**config.mk**
```make
export PLATFORM = sky130hd
export DESIGN_NAME = pc_ras_unit_flat
export DESIGN_NICKNAME = d
export VERILOG_FILES = /design/src/rtl/aardvark_pkg.sv /design/src/rtl/pc_ras_unit_if.sv /design/src/rtl/pc_ras_unit_ras_stack.sv /design/src/rtl/pc_ras_unit.sv /design/src/flat_wrapper.sv
export SDC_FILE = /design/constraint.sdc
export NUM_CORES = 1
export LEC_CHECK = 0
export CAP_MARGIN = 20
export CORE_UTILIZATION = 40
export CTS_BUF_LIST = sky130_fd_sc_hd__clkbuf_16
export DETAILED_ROUTE_END_ITERATION = 6
export PLACE_DENSITY_LB_ADDON = 0.2
export SYNTH_ARGS = -nofsm -noshare
export SYNTH_HDL_FRONTEND = slang
export SYNTH_SLANG_ARGS = --single-unit
```
**constraint.sdc**
```tcl
create_clock -name clk -period 3.7 [get_ports clk]
set_clock_uncertainty 0.05 [all_clocks]
set_input_delay 0.74 -clock clk [delete_from_list [all_inputs] [get_ports clk]]
set_output_delay 0.74 -clock clk [all_outputs]
set_load 0.01 [all_outputs]
```
**src/rtl/aardvark_pkg.sv**
```systemverilog
// aardvark_pkg: shared constants, next-PC select encoding and clog2 for the Aardvark PC/RAS slice
package aardvark_pkg;
  localparam int ADDR_W_DEFAULT = 8;
  localparam int RESET_PC_DEFAULT = 0;
  typedef enum logic [2:0] {SEL_SEQ, SEL_BR, SEL_CALL, SEL_JR, SEL_RET} pcSelE;
  function automatic int clog2(input int v);
    int r;
    r = 0;
    while ((1 << r) < v) r++;
    return r;
  endfunction
endpackage

```
**src/rtl/pc_ras_unit_if.sv**
```systemverilog
// pc_ras_unit_if: control inputs and PC/return-stack status of the PC unit
interface pc_ras_unit_if #(parameter int ADDR_W = 8, parameter int JIMM_W = 5, parameter int RAS_DEPTH = 4);
  import aardvark_pkg::*;
  logic stall, br_take, call, ret, jr;
  logic [JIMM_W-1:0] jimm;
  logic [ADDR_W-1:0] jr_addr, pc, pc_plus1, ras_top;
  logic [clog2(RAS_DEPTH):0] ras_count;
  logic ras_ovf, ras_unf;
  modport master (output stall, br_take, call, ret, jr, jimm, jr_addr,
                  input pc, pc_plus1, ras_top, ras_count, ras_ovf, ras_unf);
  modport slave (input stall, br_take, call, ret, jr, jimm, jr_addr,
                 output pc, pc_plus1, ras_top, ras_count, ras_ovf, ras_unf);
endinterface

```
**src/rtl/pc_ras_unit_ras_stack.sv**
```systemverilog
// ras_stack: circular return-address stack; a push when full overwrites the oldest entry
module ras_stack import aardvark_pkg::*; #(
  parameter int ADDR_W = ADDR_W_DEFAULT,
  parameter int RAS_DEPTH = 4
) (
  input  logic clk,
  input  logic reset,
  input  logic push,
  input  logic pop,
  input  logic [ADDR_W-1:0] push_data,
  output logic [ADDR_W-1:0] top,
  output logic [clog2(RAS_DEPTH):0] count,
  output logic ovf,
  output logic unf
);
  localparam int PTR_W = clog2(RAS_DEPTH);
  localparam logic [PTR_W:0] FULL = (PTR_W + 1)'(RAS_DEPTH);
  logic [ADDR_W-1:0] mem [RAS_DEPTH];
  logic [PTR_W-1:0] ptr, ptrDec;
  assign ptrDec = ptr - 1'b1;
  assign top = (count != '0) ? mem[ptrDec] : '0;
  always_ff @(posedge clk or negedge reset) begin
    if (!reset) begin
      ptr <= '0;
      count <= '0;
      ovf <= 1'b0;
      unf <= 1'b0;
      for (int i = 0; i < RAS_DEPTH; i++) mem[i] <= '0;
    end else if (push) begin
      mem[ptr] <= push_data;
      ptr <= ptr + 1'b1;
      if (count == FULL) ovf <= 1'b1;
      else count <= count + 1'b1;
    end else if (pop) begin
      if (count != '0) begin
        ptr <= ptrDec;
        count <= count - 1'b1;
      end else unf <= 1'b1;
    end
  end
endmodule

```
**src/rtl/pc_ras_unit.sv**
```systemverilog
// pc_ras_unit: program counter with prioritised next-PC select and a hardware return-address stack
module pc_ras_unit import aardvark_pkg::*; #(
  parameter int ADDR_W = ADDR_W_DEFAULT,
  parameter int JIMM_W = 5,
  parameter int RAS_DEPTH = 4,
  parameter int RESET_PC = RESET_PC_DEFAULT
) (
  input logic clk,
  input logic reset,
  pc_ras_unit_if.slave bus
);
  pcSelE sel;
  logic [ADDR_W-1:0] pcQ, pcPlus1, pcRel, immExt, nextPc, rasTop;
  logic [clog2(RAS_DEPTH):0] rasCount;
  logic push, pop, rasEmpty, rasOvf, rasUnf;
  assign sel = bus.ret ? SEL_RET : bus.jr ? SEL_JR : bus.call ? SEL_CALL : bus.br_take ? SEL_BR : SEL_SEQ;
  assign immExt = ADDR_W'(signed'(bus.jimm));
  assign pcPlus1 = pcQ + 1'b1;
  assign pcRel = pcQ + immExt;
  assign rasEmpty = rasCount == '0;
  assign push = !bus.stall && sel == SEL_CALL;
  assign pop = !bus.stall && sel == SEL_RET;
  // an empty-stack return falls back to the architectural $ra value
  assign nextPc = sel == SEL_RET ? (rasEmpty ? bus.jr_addr : rasTop)
                : sel == SEL_JR ? bus.jr_addr
                : (sel == SEL_CALL || sel == SEL_BR) ? pcRel
                : pcPlus1;
  always_ff @(posedge clk or negedge reset) begin
    if (!reset) pcQ <= ADDR_W'(RESET_PC);
    else if (!bus.stall) pcQ <= nextPc;
  end
  ras_stack #(.ADDR_W(ADDR_W), .RAS_DEPTH(RAS_DEPTH)) uStack (
    .clk(clk), .reset(reset), .push(push), .pop(pop), .push_data(pcPlus1),
    .top(rasTop), .count(rasCount), .ovf(rasOvf), .unf(rasUnf)
  );
  assign bus.pc = pcQ;
  assign bus.pc_plus1 = pcPlus1;
  assign bus.ras_top = rasTop;
  assign bus.ras_count = rasCount;
  assign bus.ras_ovf = rasOvf;
  assign bus.ras_unf = rasUnf;
endmodule

```
**src/flat_wrapper.sv**
```systemverilog
// flat-port wrapper written by rule: the top's interface ports become plain ports
module pc_ras_unit_flat import aardvark_pkg::*;
#(
  parameter int ADDR_W = ADDR_W_DEFAULT,
  parameter int JIMM_W = 5,
  parameter int RAS_DEPTH = 4,
  parameter int RESET_PC = RESET_PC_DEFAULT
)
  (clk, reset, bus_stall, bus_br_take, bus_call, bus_ret, bus_jr, bus_jimm, bus_jr_addr, bus_pc, bus_pc_plus1, bus_ras_top, bus_ras_count, bus_ras_ovf, bus_ras_unf);
  pc_ras_unit_if #(.ADDR_W(ADDR_W), .JIMM_W(JIMM_W), .RAS_DEPTH(RAS_DEPTH)) bus_i ();
  input logic clk;
  input logic reset;
  input wire logic [$bits(bus_i.stall)-1:0] bus_stall;
  input wire logic [$bits(bus_i.br_take)-1:0] bus_br_take;
  input wire logic [$bits(bus_i.call)-1:0] bus_call;
  input wire logic [$bits(bus_i.ret)-1:0] bus_ret;
  input wire logic [$bits(bus_i.jr)-1:0] bus_jr;
  input wire logic [$bits(bus_i.jimm)-1:0] bus_jimm;
  input wire logic [$bits(bus_i.jr_addr)-1:0] bus_jr_addr;
  output wire logic [$bits(bus_i.pc)-1:0] bus_pc;
  output wire logic [$bits(bus_i.pc_plus1)-1:0] bus_pc_plus1;
  output wire logic [$bits(bus_i.ras_top)-1:0] bus_ras_top;
  output wire logic [$bits(bus_i.ras_count)-1:0] bus_ras_count;
  output wire logic [$bits(bus_i.ras_ovf)-1:0] bus_ras_ovf;
  output wire logic [$bits(bus_i.ras_unf)-1:0] bus_ras_unf;
  assign bus_i.stall = bus_stall;
  assign bus_i.br_take = bus_br_take;
  assign bus_i.call = bus_call;
  assign bus_i.ret = bus_ret;
  assign bus_i.jr = bus_jr;
  assign bus_i.jimm = bus_jimm;
  assign bus_i.jr_addr = bus_jr_addr;
  assign bus_pc = bus_i.pc;
  assign bus_pc_plus1 = bus_i.pc_plus1;
  assign bus_ras_top = bus_i.ras_top;
  assign bus_ras_count = bus_i.ras_count;
  assign bus_ras_ovf = bus_i.ras_ovf;
  assign bus_ras_unf = bus_i.ras_unf;
  pc_ras_unit #(.ADDR_W(ADDR_W), .JIMM_W(JIMM_W), .RAS_DEPTH(RAS_DEPTH), .RESET_PC(RESET_PC)) u_core (.clk(clk), .reset(reset), .bus(bus_i));
endmodule
```
==> metrics.yaml, run 1 <==
place:
  dpl_cell_area_mm2: 0.00362
  place.gp.congestion: 0.857
  dp_slack_ns: 0.725
  dp_hpwl_um: 5640
  io_buffers: 48
power:
  p_leak_nw: 1.65
  power_density_mw_per_mm2: 886
  ir_drop_mv: 0.262
global_routing:
  grt_pass1_wl_um: 12400
  gr-total-overflow: 0
  antenna_found_initial: 0
  grt-busiest-layer: "met2"
  grt_pass1_vias: 2453
  use_met3_pct: 3.69
  grt_use_met2_pct: 33.9
  grt.met1_usage_pct: 27.7
  grt_max_degree: 29
  grt_usage_pct: 20.6
clock_network:
  cts_buffers: 5
  clock_path_buffers: 2
  clock_sinks: 47
  cts_root_buf: "clkbuf_16"
  clk_pin_slew_worst_paths_ns: 0.07
  clk_latency_ns: 0.29
  cts_tree: "done"
  cts_resized: 0
  cts-hold-fix-buffers: 0
  cts.htree.levels: 2
  post_cts_buffers: 0
sta:
  tns_ns: 0
  min_period_over_period_pct: 88.6
  timing.final.ws_setup_ns: 0.423
  tightest_slew_ns: 0.636
  hold_violations: 0
  max_freq_ghz: 0.305
  fin_crit_ns: 3.28
  rsz0062_at_grt: "no"
  setup_viol: 0
  maxSlewHeadroom_pct: 57.6
  slew_violations: 0
  hold_ws_ns: 0.420
floorplanning:
  fp.coreArea_mm2: 0.00729
  start_util_pct: 41.7
  dieHeight_um: 89.2
  ioPinCount: 49
  die-area_mm2: 0.00796
  die_x_um: 89.2
  rows: 31
final_layout:
  layout-drive-gt1-share_pct: 11.4
  area_delta_synth_final_pct: 24.6
  design_area_mm2: 0.00379
  antennaDiodeCount: 0
  finish.utilization_pct: 52.0
  nNetsFinal: 410
run:
  drv_cap: 0
logic_synthesis:
  synth_seq_cells: 47
  ys_types: 55
  async_flop_share_pct: 100
  syn_area_per_cell_um2: 9.31
  ys_seq_area_share_pct: 38.7
  synthesis.nets: 361
  synth_edf_count: 0
  syn_inst: 327
  syn-cell-area_mm2: 0.00304
  synth_ff_type: "dfrtp_1"
  yosysWarnings: 0
drt:
  drtPass1Iterations: 4
  vias_per_cell: 5.23
  drt-initial-drc-count: 74
  postRouteAntennaNets: 0
  vias: 2488
  drc: 0
  wl_per_cell_um: 15.6
  wl_um: 7400
worst_setup_path:
  crit_chain: "buf_4, inv_1, ha_1, mux4_1, and2_1, clkdlybuf4s50_1"
  critPathKind: "reg -> out"
  endpoint_kind: "output port"
  required_ns: 2.91
  crit_fanout: 12
  slowest_delay_ns: 0.52
  cp_data_arrival_time_ns: 2.49
  cp_slowest_cell: "ha_1"
  startpoint_type: "flop"
status:
  status: "completed"
hold_path:
  hp-class: "in -> async"
cells in the final DEF, fill, tap and decap left out, types with 3 or more instances in the layout:
master and instances:
o21ai_1 3, dfrtp_1 47, nor2b_1 4, clkbuf_16 5
and2_0 4, nor2_1 49, buf_4 13, mux4_1 7
nand3_1 9, ha_1 13, clkdlybuf4s50_1 47, a21oi_1 40
nand2_1 23, xnor2_1 5, and2_1 8, o21ai_0 10
nand4_1 3, nor3_1 4, mux2_2 8, a31oi_1 6
xor2_1 6, inv_1 18
flip-flops by register name (all words and copies together), names as in the netlist:
register             count
u_core.uStack.ptr        2
u_core.uStack.unf        1
u_core.uStack.count      3
u_core.bus.pc            8
u_core.uStack.mem       32
u_core.uStack.ovf        1
synth_stat cells, types with 2 or more instances:
library cell	n	area [µm²]
a211oi_1	2	15.0
a21oi_1	40	200
a31oi_1	6	37.5
and2_0	4	25.0
and2_1	8	50.1
and2_4	2	17.5
buf_2	9	45.0
buf_4	5	37.5
buf_6	2	22.5
clkbuf_1	3	11.3
dfrtp_1	47	1180
ha_1	13	163
inv_1	18	67.6
mux2_2	8	90.1
mux2i_1	2	20.0
mux4_1	7	184
nand2_1	23	86.3
nand2b_1	2	12.5
nand3_1	9	45.0
nand4_1	3	18.8
nor2_1	49	184
nor2b_1	4	25.0
nor3_1	4	20.0
nor4_1	2	12.5
o21ai_0	10	50.1
o21ai_1	3	15.0
o22ai_1	2	12.5
o311a_1	2	20.0
o311ai_0	2	17.5
or3_1	2	12.5
xnor2_1	5	43.8
xor2_1	6	52.6
per-layer routing:
| layer | wire, µm | share of wire (%) |
|---|---|---|
| met1 | 3480 | 47 |
| met5 | 0 | 0 |
| met3 | 320 | 4.3 |
| met2 | 3460 | 47 |
| met4 | 141 | 1.9 |
metrics by stage:
stage                     std cells  total power [mW]
after global routing            476              3.63
final                           476              3.36
after CTS                       476              3.39
after floorplan                 327              2.10
after detailed placement        468              2.86
after global placement          468              2.82
cell families (layout without fill, tap and decap cells):
logic type	count (synthesis)	count (layout)	synth area share, %
adders and majority gates	14	14	6.00
and+or+nand+nor	120	120	19.3
DFF	47	47	38.7
buffers and inverters	37	87	6.04
muxes	19	19	10.9
AOI/OAI and AO/OA	79	79	15.9
xor gates and xnor gates	11	11	3.17
power breakdown:
| part | switching (mW) | total [mW] | internal [mW] | leakage, nW |
|---|---|---|---|---|
| sequential | 0.224 | 0.982 | 0.759 | 0.573 |
| combinational | 0.871 | 1.86 | 0.985 | 0.993 |
| clock | 0.203 | 0.522 | 0.319 | 0.0838 |
| total | 1.30 | 3.36 | 2.06 | 1.65 |
final cells by class:
class	count	area, µm²
Clock buffer	5	125
Sequential cell	47	1180
Clock inverter	3	43.8
Fill cell	714	3500
Inverter	18	67.6
Tap cell	99	124
Multi-Input combinational cell	243	1680
Timing Repair Buffer	61	573
worst paths after layout:
path / slack, ns / cells past startpoint / endpoint / startpoint
max: 0.42 / 6 / bus_ras_top[7] / u_core.uStack.ptr[0]
max in group asynchronous: 2.45 / 2 / u_core.uStack.mem[26] / reset
min in group clk: 0.42 / 1 / u_core.uStack.unf / u_core.uStack.unf
min: 0.42 / 1 / u_core.uStack.mem[30] / reset
max reg2reg: 1.40 / 8 / u_core.bus.pc[1] / u_core.uStack.ptr[0]
min reg2reg: 0.42 / 1 / u_core.uStack.unf / u_core.uStack.unf
critical path, delay by kind of cell (launching register included):
family | cells | cell delay, ns
fa+ha+maj | 1 | 0.52
buf+inv | 3 | 0.78
flops | 1 | 0.33
mux | 1 | 0.35
simple gates | 1 | 0.20
Note: power is estimated with default switching activity, not from simulation.
==> run 2: changes to the inputs <==
Settings changed: SKIP_CTS_REPAIR_TIMING from default to 1.
==> results of run 2 <==
Final layout, timing and power as in run 1 (identical DEF).
==> run 3: changes to the inputs <==
Settings changed: GPL_TIMING_DRIVEN from default to 1.
==> results of run 3 <==
Final layout, timing and power as in run 1 (identical DEF).
==> variant (config.mk and constraints of run 3) <==
Change the package constant `ADDR_W_DEFAULT` from 8 to 9.
--- a/src/rtl/aardvark_pkg.sv
+++ b/src/rtl/aardvark_pkg.sv
@@ -2,3 +2,3 @@
 package aardvark_pkg;
-  localparam int ADDR_W_DEFAULT = 8;
+  localparam int ADDR_W_DEFAULT = 9;
   localparam int RESET_PC_DEFAULT = 0;
Ports: changed (resized bus_jr_addr, bus_pc, bus_pc_plus1 and bus_ras_top); port bits go from 49 to 53. The function was not compared with the original's and may differ.
==> variant against run 3 <==
Synthesized cell count increased by 4.0%; setup slack improved by 0.10 ns; die area increased by 8.0%; cell area increased by 8.1%; power increased by 11%; fmax increased by 3.3%; worst hold slack got worse by 0.0060 ns; sequential cell count increased by 5; critical path type unchanged; largest power group unchanged; routed wire length increased by 14%; via count increased by 9.5%; critical endpoint is now bus_ras_top[2]; area after synthesis increased by 8.2%; first-iteration DRC count increased by 28%.
==> variant: results (changes against run 3) <==
- M1 WL: 3890 µm (+12%)
- Iteration-0 DRC Markers: 95 (+28%)
- Worst Path Max Fanout: 11 (-1)
- Leak: 0.00175 µW (+6.2%)
- Post-Syn Nets: 376 (+4.2%)
- Pre-CTS setup slack: 0.560 ns (-0.165 ns)
- HP Class: flip-flop to flip-flop
- # placed instances: 491 (+4.9%)
- Maximum clock insertion buffer count: 2 (unchanged)
- Global Route Usage Sum: 21.1% (+0.53 points)
- Maximum VDD drop: 0.349 mV (+34%)
- Worst-Margin Slew: 0.820 ns (+0.184 ns)
- DR WL met2: 4180 µm (+21%)
- Via count: 2725 (+9.5%)
- Sw Share: 38.7% (+0.11 points)
- First-pass GRT wire length: 13900 µm (+12%)
- Buffers on Ports: 52 (+8.3%)
- Biggest register: u_core.uStack.mem
- Met3 Routed Length: 285 µm (-11%)
- Number of fillers in the final layout: 745 (+4.3%)
- Crit path from: u_core.uStack.ptr[1]
- Synth Instances: 340 (+4.0%)
- Fin nets: 432 (+5.4%)
- Status: finished, final reports clean
- WHS: 0.414 ns (-0.00603 ns)
- Skew-Pair Late Insertion Delay: 0.29 ns (about the same)
- Top cells by count, synth: 52 x dfrtp_1, 47 x nor2_1, 43 x a21oi_1, 20 x inv_1, 18 x o21ai_0
- Top post-synthesis cells by area: dfrtp_1 40%, a21oi_1 6.5%, mux4_1 6.4%
- Reg2reg end: u_core.bus.pc[4]
- Post-synthesis sequential area ratio: 39.5% (+0.88 points)
- Detail Placement HPWL: 6450 µm (+14%)
- # H-tree levels: 2 (unchanged)
- Cell variety after synth: 57 (+3.6%)
- Fraction of layout cells with a size suffix above 1: 10.1% (-1.3 points)
- Vias per cell: 5.46 (+4.5%)
- Top Layer Used: met4
- R2R setup slack: 1.36 ns (-0.04 ns)
- WL/cell: 16.9 µm (+8.9%)
- Reg-to-Reg Start: u_core.bus.pc[0]
- CTS clk-pin slew, worst paths: 0.07 ns (about the same)
- Routability Congestion: 0.837 (-2.3%)
- Crit path DAT: 2.38 ns (-0.11 ns)
- Max reg flops: 36 (+13%)
- Largest net degree at the start of global routing: 32 (+10%)
- FFs w/ async S/R, synth: 100% (unchanged)
==> variant: cell count changes after synthesis, moves of 5 or more <==
cell,run 3,this run
and2_1,8,2
dfrtp_1,47,52
nand2_1,23,13
a31oi_1,6,0
o21ai_0,10,18
==> variant: worst max path at each step <==
stage	endpoint	slack [ns]
2_1_floorplan	u_core.bus.pc[7]	1.30
3_3_place_gp	u_core.bus.pc[7]	0.63
3_5_place_dp	u_core.bus.pc[7]	0.56
4_1_cts	bus_ras_top[2]	0.50
5_1_grt	bus_pc_plus1[4]	0.37
6_report	bus_ras_top[2]	0.53
==> variant: power by group through the flow <==
stage          clock, µW  sequential (µW)  combinational [µW]
2_1_floorplan          0             1060                1260
3_3_place_gp           0             1080                2100
5_1_grt              558             1130                2320
6_report             525             1080                2120
4_1_cts              538             1080                2130
3_5_place_dp           0             1100                2120
==> variant: critical path, stage by stage (launching register included) <==
cell and delay, ns:
dfrtp_1 0.37, inv_1 0.09, ha_1 0.57, mux4_1 0.22
nor2b_1 0.25, clkdlybuf4s50_1 0.59
==> variant: per-stage QoR <==
stage / total power (µW) / instance area [µm²] / utilization [%]
finish: 3730 / 4100 / 52.2
global placement: 3180 / 3930 / 50.1
floorplan: 2320 / 3290 / -
CTS: 3760 / 4100 / 52.2
detailed placement: 3220 / 3930 / 50.1
global route: 4010 / 4100 / 52.2
==> variant: cell families (layout without fill, tap and decap cells) <==
family                     Yosys count  in the layout  synth area share [%]
buffers and inverters               37             94                  5.63
and+or+nand+nor                    110            110                  17.1
DFF                                 52             52                  39.5
AOI/OAI and AO/OA                   97             97                  18.5
adders and majority gates           15             15                  6.16
muxes                               19             19                  10.4
xor gates and xnor gates            10             10                  2.66
==> variant: metal layers <==
layer | up-vias | GRT usage [%]
met2 | 51 | 36.3
met3 | 6 | 2.63
met4 | 0 | 6.15
met5 | - | 0
met1 | 1329 | 27.9
li1 | 1339 | -
==> variant: area by class of cell <==
type / count / share of cell area (%)
clock buffers: 5 / 3.05
clock inverters: 3 / 1.04
inverters: 20 / 1.83
multi-input cells: 251 / 44.1
flip-flops and latches: 52 / 31.8
well taps: 102 / 3.11
repair buffers: 66 / 15.1
